`src/rtl/uart_pkg.sv`:
```
// Shared UART definitions: FSM states, parity modes and default timing constants.
// Imported by both the transmit path and the receiver.
package uart_pkg;

  localparam int CLKS_PER_BIT_DEFAULT = 108;
  localparam int DATA_BITS_DEFAULT    = 8;
  localparam int FIFO_DEPTH_DEFAULT   = 4;

  typedef enum logic [2:0] {
    IDLE,
    START,
    DATA,
    PARITY,
    STOP
  } tx_state_e;

  typedef enum logic [1:0] {
    PAR_NONE = 2'd0,
    PAR_EVEN = 2'd1,
    PAR_ODD  = 2'd2
  } par_mode_e;

  // Raw mode 3 is treated as "no parity".
  function automatic par_mode_e decode_parity(input logic [1:0] mode);
    case (mode)
      2'd1:    return PAR_EVEN;
      2'd2:    return PAR_ODD;
      default: return PAR_NONE;
    endcase
  endfunction

endpackage

```
`src/rtl/sync_fifo.sv`:
```
// Single-clock first-word-fall-through FIFO with occupancy count.
// Pushes while full and pops while empty are ignored.
module sync_fifo #(
  parameter int WIDTH = 8,
  parameter int DEPTH = 4
) (
  input  logic                       i_Clk,
  input  logic                       i_Rst,
  input  logic                       i_Push,
  input  logic [WIDTH-1:0]           i_Data,
  input  logic                       i_Pop,
  output logic [WIDTH-1:0]           o_Data,
  output logic                       o_Full,
  output logic                       o_Empty,
  output logic [$clog2(DEPTH+1)-1:0] o_Count
);

  localparam int AW = $clog2(DEPTH);
  localparam int CW = $clog2(DEPTH + 1);

  logic [WIDTH-1:0] r_mem [DEPTH];
  logic [AW-1:0]    r_wr_ptr;
  logic [AW-1:0]    r_rd_ptr;
  logic [CW-1:0]    r_count;
  logic             w_push;
  logic             w_pop;

  assign o_Full  = (r_count == CW'(DEPTH));
  assign o_Empty = (r_count == '0);
  assign o_Count = r_count;
  assign o_Data  = r_mem[r_rd_ptr];
  assign w_push  = i_Push & ~o_Full;
  assign w_pop   = i_Pop & ~o_Empty;

  // DEPTH is a power of two, so the pointers wrap on natural overflow.
  always_ff @(posedge i_Clk) begin
    if (i_Rst) begin
      r_wr_ptr <= '0;
      r_rd_ptr <= '0;
      r_count  <= '0;
    end else begin
      if (w_push) r_wr_ptr <= r_wr_ptr + AW'(1);
      if (w_pop)  r_rd_ptr <= r_rd_ptr + AW'(1);
      case ({w_push, w_pop})
        2'b10:   r_count <= r_count + CW'(1);
        2'b01:   r_count <= r_count - CW'(1);
        default: r_count <= r_count;
      endcase
    end
  end

  always_ff @(posedge i_Clk) begin
    if (w_push) r_mem[r_wr_ptr] <= i_Data;
  end

endmodule

```
`src/rtl/uart_tx_fifo.sv`:
```
// UART transmitter fed by a small TX FIFO; sends queued words LSB-first, back-to-back,
// with per-frame latched parity mode and stop-bit count.
module uart_tx_fifo
  import uart_pkg::*;
#(
  parameter int CLKS_PER_BIT = CLKS_PER_BIT_DEFAULT,
  parameter int DATA_BITS    = DATA_BITS_DEFAULT,
  parameter int FIFO_DEPTH   = FIFO_DEPTH_DEFAULT
) (
  input  logic                            i_Clk,
  input  logic                            i_Rst,
  // Handshake: a word transfers on a rising edge where i_Tx_DV and o_Tx_Ready are both 1;
  // i_Tx_DV with o_Tx_Ready low drops the word and pulses o_Overflow.
  input  logic                            i_Tx_DV,
  input  logic [DATA_BITS-1:0]            i_Tx_Byte,
  input  logic [1:0]                      i_Parity_Mode,
  input  logic                            i_Two_Stop,
  output logic                            o_Tx_Ready,
  output logic                            o_Tx_Active,
  output logic                            o_Tx_Serial,
  output logic                            o_Tx_Done,
  output logic                            o_Overflow,
  output logic [$clog2(FIFO_DEPTH+1)-1:0] o_Fifo_Count
);

  localparam int CW = $clog2(CLKS_PER_BIT);
  localparam int IW = $clog2(DATA_BITS);
  localparam logic [CW-1:0] LAST_CLK = CW'(CLKS_PER_BIT - 1);
  localparam logic [IW-1:0] LAST_IDX = IW'(DATA_BITS - 1);

  tx_state_e            r_state,    w_state_next;
  logic [CW-1:0]        r_clk_cnt,  w_clk_cnt_next;
  logic [IW-1:0]        r_idx,      w_idx_next;
  logic [DATA_BITS-1:0] r_data,     w_data_next;
  par_mode_e            r_par_mode, w_par_mode_next;
  logic                 r_two_stop, w_two_stop_next;
  logic                 r_stop2,    w_stop2_next;
  logic                 r_serial,   w_serial_next;
  logic                 r_active,   w_active_next;
  logic                 r_done,     w_done_next;
  logic                 r_overflow;
  logic                 w_pop;
  logic                 w_bit_end;
  logic                 w_fifo_full;
  logic                 w_fifo_empty;
  logic [DATA_BITS-1:0] w_fifo_data;

  sync_fifo #(
    .WIDTH (DATA_BITS),
    .DEPTH (FIFO_DEPTH)
  ) u_fifo (
    .i_Clk   (i_Clk),
    .i_Rst   (i_Rst),
    .i_Push  (i_Tx_DV),
    .i_Data  (i_Tx_Byte),
    .i_Pop   (w_pop),
    .o_Data  (w_fifo_data),
    .o_Full  (w_fifo_full),
    .o_Empty (w_fifo_empty),
    .o_Count (o_Fifo_Count)
  );

  assign w_bit_end   = (r_clk_cnt == LAST_CLK);
  assign o_Tx_Ready  = ~w_fifo_full;
  assign o_Tx_Active = r_active;
  assign o_Tx_Serial = r_serial;
  assign o_Tx_Done   = r_done;
  assign o_Overflow  = r_overflow;

  always_ff @(posedge i_Clk) begin
    if (i_Rst) begin
      r_state    <= IDLE;
      r_clk_cnt  <= '0;
      r_idx      <= '0;
      r_data     <= '0;
      r_par_mode <= PAR_NONE;
      r_two_stop <= 1'b0;
      r_stop2    <= 1'b0;
      r_serial   <= 1'b1;
      r_active   <= 1'b0;
      r_done     <= 1'b0;
      r_overflow <= 1'b0;
    end else begin
      r_state    <= w_state_next;
      r_clk_cnt  <= w_clk_cnt_next;
      r_idx      <= w_idx_next;
      r_data     <= w_data_next;
      r_par_mode <= w_par_mode_next;
      r_two_stop <= w_two_stop_next;
      r_stop2    <= w_stop2_next;
      r_serial   <= w_serial_next;
      r_active   <= w_active_next;
      r_done     <= w_done_next;
      r_overflow <= i_Tx_DV & w_fifo_full;
    end
  end

  always_comb begin
    w_state_next    = r_state;
    w_clk_cnt_next  = r_clk_cnt;
    w_idx_next      = r_idx;
    w_data_next     = r_data;
    w_par_mode_next = r_par_mode;
    w_two_stop_next = r_two_stop;
    w_stop2_next    = r_stop2;
    w_serial_next   = r_serial;
    w_active_next   = r_active;
    w_done_next     = 1'b0;
    w_pop           = 1'b0;

    if (r_state != IDLE) w_clk_cnt_next = w_bit_end ? '0 : r_clk_cnt + CW'(1);

    case (r_state)
      IDLE: begin
        w_serial_next = 1'b1;
        w_pop         = ~w_fifo_empty;
      end
      START: begin
        if (w_bit_end) begin
          w_state_next  = DATA;
          w_idx_next    = '0;
          w_serial_next = r_data[0];
        end
      end
      DATA: begin
        if (w_bit_end) begin
          if (r_idx == LAST_IDX) begin
            if (r_par_mode == PAR_NONE) begin
              w_state_next  = STOP;
              w_stop2_next  = 1'b0;
              w_serial_next = 1'b1;
            end else begin
              w_state_next  = PARITY;
              w_serial_next = (r_par_mode == PAR_ODD) ? ~(^r_data) : ^r_data;
            end
          end else begin
            w_idx_next    = r_idx + IW'(1);
            w_serial_next = r_data[w_idx_next];
          end
        end
      end
      PARITY: begin
        if (w_bit_end) begin
          w_state_next  = STOP;
          w_stop2_next  = 1'b0;
          w_serial_next = 1'b1;
        end
      end
      STOP: begin
        if (w_bit_end) begin
          if (r_two_stop && !r_stop2) begin
            w_stop2_next = 1'b1;
          end else begin
            w_done_next = 1'b1;
            if (w_fifo_empty) begin
              w_state_next  = IDLE;
              w_active_next = 1'b0;
            end else begin
              w_pop = 1'b1;
            end
          end
        end
      end
      default: w_state_next = IDLE;
    endcase

    // A pop always starts a new frame: latch word and framing options, drive the start bit.
    if (w_pop) begin
      w_state_next    = START;
      w_clk_cnt_next  = '0;
      w_data_next     = w_fifo_data;
      w_par_mode_next = decode_parity(i_Parity_Mode);
      w_two_stop_next = i_Two_Stop;
      w_serial_next   = 1'b0;
      w_active_next   = 1'b1;
    end
  end

endmodule

```
`config.mk`:
```
export PLATFORM = sky130hd
export DESIGN_NAME = uart_tx_fifo
export DESIGN_NICKNAME = d
export VERILOG_FILES = /design/src/rtl/uart_pkg.sv /design/src/rtl/sync_fifo.sv /design/src/rtl/uart_tx_fifo.sv
export SDC_FILE = /design/constraint.sdc
export NUM_CORES = 1
export LEC_CHECK = 0
export BUFFER_PORTS_ARGS = -buffer_cell sky130_fd_sc_hd__buf_2
export CAP_MARGIN = 20
export CORE_MARGIN = 1.5
export CORE_UTILIZATION = 24
export DETAILED_ROUTE_END_ITERATION = 12
export SKIP_CTS_REPAIR_TIMING = 1
export SLEW_MARGIN = 5
export SYNTH_ARGS = -nofsm -noshare
export SYNTH_HDL_FRONTEND = slang
export SYNTH_HIERARCHICAL = 1
export SYNTH_SLANG_ARGS = --single-unit
```
`constraint.sdc`:
```
create_clock -name i_Clk -period 3.1 [get_ports i_Clk]
set_input_delay 0.155 -clock i_Clk [delete_from_list [all_inputs] [get_ports i_Clk]]
set_output_delay 0.155 -clock i_Clk [all_outputs]
set_load 0.02 [all_outputs]
```
==> run_results.csv, run 1 <==
group,metric,value,unit
global_routing,grt_antenna_before_repair,0,
placed_design,dpl_cell_area,3475,sq um
floorplanning,die_h,118.5,um
floorplanning,num_rows,42,
logic_synthesis,yosysWarnings,6,
placed_design,portBuffers,21,
logic_synthesis,synth_common_cells,"dfxtp_1 (38), edfxtp_1 (32), nor2_1 (29), nand2_1 (22), a21oi_1 (17)",
run,drv_cap,0,
setup_path,worstPathMaxFanout,7,
global_routing,grt_pass1_wl,10550,um
cts,cts_tree,"done",
sta,fin_crit_sh,89.97,%
cts,clockRootBuffer,"clkbuf_16",
route,ant_nets,0,
logic_synthesis,synth_area_leaders,"edfxtp_1 (30%), dfxtp_1 (24%), mux4_2 (7.0%)",
route,drt_pass1_iterations,4,
cts,cts_max_level,3,
route,viasPerCell,4.326,
layout,diodes,0,
power,power_density,857.5,nW/um^2
sta,hold_viol,0,
logic_synthesis,synth_most_common_cell,"dfxtp_1",
floorplanning,die_area,14040,sq um
logic_synthesis,synth_area,3201,sq um
sta,worst_clock_skew,0.005415,ns
route,drt-wirelength-per-cell,12.46,um
layout,areaGrowthSynthToFinish,17.94,%
cts,clk_latency,0.33,ns
route,drt-total-wl,6033,um
placed_design,dpl.hpwl,4232,um
layout,design_area,3775,sq um
global_routing,grt_usage,9.449,%
route,vias,2094,
floorplanning,ioPinCount,22,
power,cellLeakagePower,1.294,nW
sta,worst_hold_slack,0.03696,ns
logic_synthesis,synth_cell_types,46,
logic_synthesis,synth_ff_type,"dfxtp_1",
power,total_power,3.237,mW
cts,cts_sinks,70,
cts,cts_buffers,9,
logic_synthesis,ys_async_sr_fraction,0,%
layout,utilization,28.73,%
sta,fin_setup_tns,0,ns
sta,fmax,358.5,MHz
logic_synthesis,synth_top_area_cell,"edfxtp_1",
logic_synthesis,synth_seq_cells,70,
route,drc,0,
floorplanning,initial_utilization,24.36,%
logic_synthesis,yosysTopAreaCellShare,30.02,%
layout,fill_cells,1401,
sta,drv_slew,0,
floorplanning,coreArea,13140,sq um
setup_path,required,3.36,ns
logic_synthesis,postSynthCellCount,281,
sta,slew_headroom,55.06,%
power,ir_drop,0.2905,mV
global_routing,grt_start_max_net_pins,32,
logic_synthesis,synth_area_per_cell,11.39,sq um
logic_synthesis,synth_edf_count,32,
layout,drive_gt1_share,24.35,%
global_routing,grt_pass1_vias,2188,
min_path,hp-class,"input pin to flop",
setup_path,crit_path_end_kind,"flop",
setup_path,start_kind,"flop",
sta,rsz0062_at_grt,"no",
setup_path,arrival,3.05,ns
cts,cts.clk_slew.worst_paths,0.07,ns
status,status,"complete, no violations",
route,drt_iter0_markers,129,
cts,clock_path_buffers,2,
global_routing,overflow,0,
logic_synthesis,syn_nets,304,
sta,min_period,2.789,ns
layout,nets,326,
placed_design,gp_congestion,0.8305,
setup_path,critPathKind,"flop to flop",
sta,tightest_slew,0.6741,ns
sta,setup_violations,0,
floorplanning,fp.dieW,118.5,um
logic_synthesis,seq_area_frac_synth,53.79,%
==> flip-flops by register name (all words and copies together), names as in the netlist, named ones only <==
| register | count |
|---|---|
| o_Overflow | 1 |
| o_Tx_Active | 1 |
| o_Tx_Done | 1 |
| o_Tx_Serial | 1 |
| r_clk_cnt | 7 |
| r_data | 8 |
| r_idx | 3 |
| r_par_mode | 2 |
| r_state | 3 |
| r_stop2 | 1 |
| r_two_stop | 1 |
| u_fifo/o_Count | 3 |
| u_fifo/r_mem | 32 |
| u_fifo/r_rd_ptr | 2 |
| u_fifo/r_wr_ptr | 2 |
==> final cells by class <==
| cell class | instances | area, sq um | share of cell area, % |
|---|---|---|---|
| Inverter | 15 | 57.56 | 1.525 |
| Sequential cell | 70 | 1722 | 45.61 |
| Multi-Input combinational cell | 184 | 1355 | 35.90 |
| Clock inverter | 7 | 75.07 | 1.989 |
| Timing Repair Buffer | 23 | 120.1 | 3.182 |
| Clock buffer | 9 | 225.2 | 5.966 |
| Tap cell | 176 | 220.2 | 5.834 |
==> power breakdown <==
group	switching (mW)	internal, mW
sequential	0.145	1.11
clock	0.442	0.571
combinational	0.546	0.424
==> worst paths after layout <==
kind / startpoint / to / slack, ns / cells past startpoint
worst min-delay path: i_Tx_Byte[5] / u_fifo/r_mem[3][5] / 0.04 / 1
worst min register to register: u_fifo/r_rd_ptr[1] / u_fifo/r_rd_ptr[1] / 0.49 / 2
worst max register to register: r_clk_cnt[0] / u_fifo/o_Count[2] / 0.31 / 13
worst max-delay path: r_clk_cnt[0] / u_fifo/o_Count[2] / 0.31 / 13
==> cell usage in the layout (no fill, tap or decap), types with 2 or more instances in the layout <==
cell type	netlist	final
nand2b_1	5	5
and2_1	5	5
xnor2_1	8	8
inv_1	14	14
nand3b_1	3	3
buf_4	0	2
clkbuf_16	0	9
inv_6	0	2
ha_1	8	8
a21oi_1	17	17
mux2i_1	6	6
nand2_1	22	22
edfxtp_1	32	32
a21oi_2	9	9
nand2_2	9	9
nand3_1	5	5
buf_2	4	21
nor2_1	29	29
xor2_1	6	6
inv_8	0	3
dfxtp_1	38	38
mux4_2	10	10
a211oi_1	2	2
or3_1	6	6
a211o_1	2	2
nor3_1	6	6
o21ai_0	7	7
==> kinds of logic (layout without fill, tap and decap cells) <==
kind of cell	after synthesis	after routing	synth area share [%]
AND/OR/NAND/NOR	99	99	16.07
adder cells (fa/ha/maj)	9	9	3.753
multiplexers	16	16	8.913
XOR/XNOR	14	14	3.831
AO/OA/AOI/OAI	46	46	9.774
flip-flops	70	70	53.79
buffers and inverters	27	54	3.870
==> metal layers <==
| metal | track usage [%] | vias to the layer above | wire length, um |
|---|---|---|---|
| met4 | 2.711 | 0 | 39 |
| met3 | 3.041 | 4 | 232 |
| met2 | 16.13 | 40 | 3042 |
| li1 | - | 1037 | - |
| met5 | 0 | - | 0 |
| met1 | 11.40 | 1013 | 2719 |
==> metrics by stage <==
stage	cells	setup WS, ns
after floorplan	281	0.3348
final	484	0.3109
after CTS	484	0.2851
after detailed placement	468	0.3157
after global placement	468	0.4278
after global routing	484	0.06433
==> critical path, stage by stage, from the launching register on <==
cell	delay, ns
dfxtp_1	0.37
ha_1	0.17
and2_1	0.28
nand3_4	0.12
a211o_1	0.34
clkinv_2	0.06
o31ai_2	0.07
inv_1	0.07
ha_1	0.17
inv_1	0.06
fa_1	0.38
xor2_1	0.16
or3_1	0.31
a21oi_1	0.14
No activity file was read; power rests on OpenSTA's default activity.
==> run 2, diff against run 1 <==
clock period = 2.6 ns   (was 3.1 ns; I/O delays follow)
==> run 2 against run 1 <==
  * Total power rose by 25%
  * Maximum frequency rose by 10%
  * Cell area rose by 2.4%
  * Via count fell by 0.33%
  * Sequential cell count did not move
  * Critical endpoint unchanged
  * Highest routed layer unchanged
==> run_results.csv, run 2 (synthesis results as in run 1) <==
group,metric,value,unit
route,drt_iter0_markers,119,
setup_path,start_kind,"flop",
run,drv_cap,0,
setup_path,reg2reg_slack,0.07,ns
route,vias,2087,
cts,cts_max_level,3,
layout,reg_top3,"u_fifo/r_mem (32), r_data (8), r_clk_cnt (7)",
setup_path,crit_chain,"ha_4, and2_4, nand3_4, a211o_1, clkinv_2, o31ai_2, inv_1, ha_2, inv_1, fa_2, xor2_1, or3_1, a21oi_2",
min_path,min_to,"u_fifo/r_mem[1][5]",
floorplanning,initial_utilization,24.36,%
layout,design_area,3866,sq um
min_path,hold_start,"i_Tx_Byte[5]",
placed_design,gp_congestion,0.7994,
floorplanning,die_h,118.5,um
sta,setup_slack,0.06857,ns
floorplanning,die_area,14040,sq um
cts,cts.clk_slew.worst_paths,0.06,ns
floorplanning,ioPinCount,22,
setup_path,r2r_start,"r_clk_cnt[1]",
placed_design,portBuffers,21,
layout,largest_register_ffs,32,
floorplanning,num_rows,42,
power,swShare,32.87,%
min_path,min_path_cells,1,
setup_path,slowest_delay,0.36,ns
status,status,"complete, no violations",
layout,mostFrequentLayoutCell,"dfxtp_1",
setup_path,critPathKind,"flop to flop",
setup_path,cp_common_cell,"inv_1",
placed_design,dpl.hpwl,4281,um
global_routing,overflow,0,
global_routing,grt_pass1_vias,2076,
cts,cts_tree,"done",
sta,min_period,2.531,ns
setup_path,reg2reg_depth,13,
cts,cts_sinks,70,
route,drt-total-wl,6203,um
route,drt_pass1_iterations,4,
layout,areaGrowthSynthToFinish,20.80,%
floorplanning,fp.dieW,118.5,um
sta,rsz0062_at_grt,"yes",
route,drc,0,
setup_path,required,2.86,ns
cts,clockRootBuffer,"clkbuf_16",
placed_design,dpl_cell_area,3520,sq um
min_path,hp-class,"input pin to flop",
power,ir_drop,0.4054,mV
setup_path,worstPathMaxFanout,7,
setup_path,arrival,2.80,ns
sta,drv_slew,0,
power,seq_power_share,37.1,%
setup_path,slowest_stage,"dfxtp_2",
setup_path,cp-startpoint,"r_clk_cnt[1]",
layout,diodes,0,
global_routing,grt_pass1_wl,10210,um
sta,worst_hold_slack,0.007940,ns
route,drt-wirelength-per-cell,12.71,um
global_routing,grt_antenna_before_repair,0,
layout,drive_gt1_share,27.88,%
layout,nets,330,
setup_path,crit_path_end_kind,"flop",
route,viasPerCell,4.277,
cts,clk_latency,0.34,ns
setup_path,reg2reg_to,"u_fifo/o_Count[2]",
global_routing,grt_start_max_net_pins,32,
sta,fin_crit_sh,97.36,%
cts,clock_path_buffers,2,
layout,mostFrequentLayoutCells,"dfxtp_1 (35), edfxtp_1 (32), nor2_1 (29)",
sta,hold_viol,0,
power,total_power,4.045,mW
route,ant_nets,0,
sta,slew_headroom,53.89,%
sta,worst_clock_skew,0.007890,ns
power,cellLeakagePower,1.325,nW
floorplanning,coreArea,13140,sq um
sta,fmax,395.0,MHz
power,power_density,1046,nW/um^2
placed_design,post-place-ws,0.05646,ns
power,p_int,2.716,mW
power,p_switching,1.330,mW
global_routing,grt_usage,9.308,%
layout,largest-register,"u_fifo/r_mem",
power,p_clk_share,33.2,%
power,pwr-share-comb,29.7,%
cts,cts_buffers,9,
sta,setup_violations,0,
sta,tightest_slew,0.6916,ns
[run 2: how the worst max path moves through the flow]
stage	cells past startpoint	end	slack [ns]
after floorplan	15	u_fifo/o_Count[2]	0.004
after global placement	12	u_fifo/o_Count[2]	0.13
after detailed placement	12	u_fifo/o_Count[2]	0.06
after CTS	12	u_fifo/o_Count[2]	0.01
after global routing	12	u_fifo/o_Count[2]	-0.07
final	13	u_fifo/o_Count[2]	0.07
[run 2: layout make-up]
type / instances / area [sq um]
repair buffers: 27 / 150.1
clock inverters: 7 / 102.6
flip-flops and latches: 70 / 1728
multi-input cells: 184 / 1383
well taps: 176 / 220.2
fillers: 1374 / 9271
clock buffers: 9 / 225.2
inverters: 15 / 57.56
[run 2: metrics by stage]
stage                     TNS [ns]  cells  util (%)
after global routing      -0.06746    488     29.43
after global placement           0    471     26.79
after floorplan                  0    281         -
after detailed placement         0    471     26.79
final                            0    488     29.43
after CTS                        0    487     29.29
[run 2: layer usage]
layer | global-route usage (%) | wire (um) | share of wire (%)
met4 | 3.840 | 108 | 1.7
met2 | 14.79 | 2933 | 47
met1 | 11.86 | 2945 | 47
met3 | 2.703 | 216 | 3.5
met5 | 0 | 0 | 0
[run 2: worst max-delay path: cells and delay by family, from the launching register on]
| kind | cells | cell delay (ns) |
|---|---|---|
| AO/OA/AOI/OAI | 3 | 0.48 |
| XOR/XNOR | 1 | 0.15 |
| adder cells (fa/ha/maj) | 3 | 0.65 |
| buffers and inverters | 3 | 0.20 |
| flip-flops | 1 | 0.36 |
| AND/OR/NAND/NOR | 3 | 0.59 |
[run 2: power by group through the flow]
stage	sequential, mW	clock (mW)	combinational (mW)
after CTS	1.50	1.38	1.22
after floorplan	1.50	0	0.968
after global placement	1.52	0	1.18
after detailed placement	1.53	0	1.21
final	1.50	1.34	1.20
after global routing	1.54	1.42	1.33
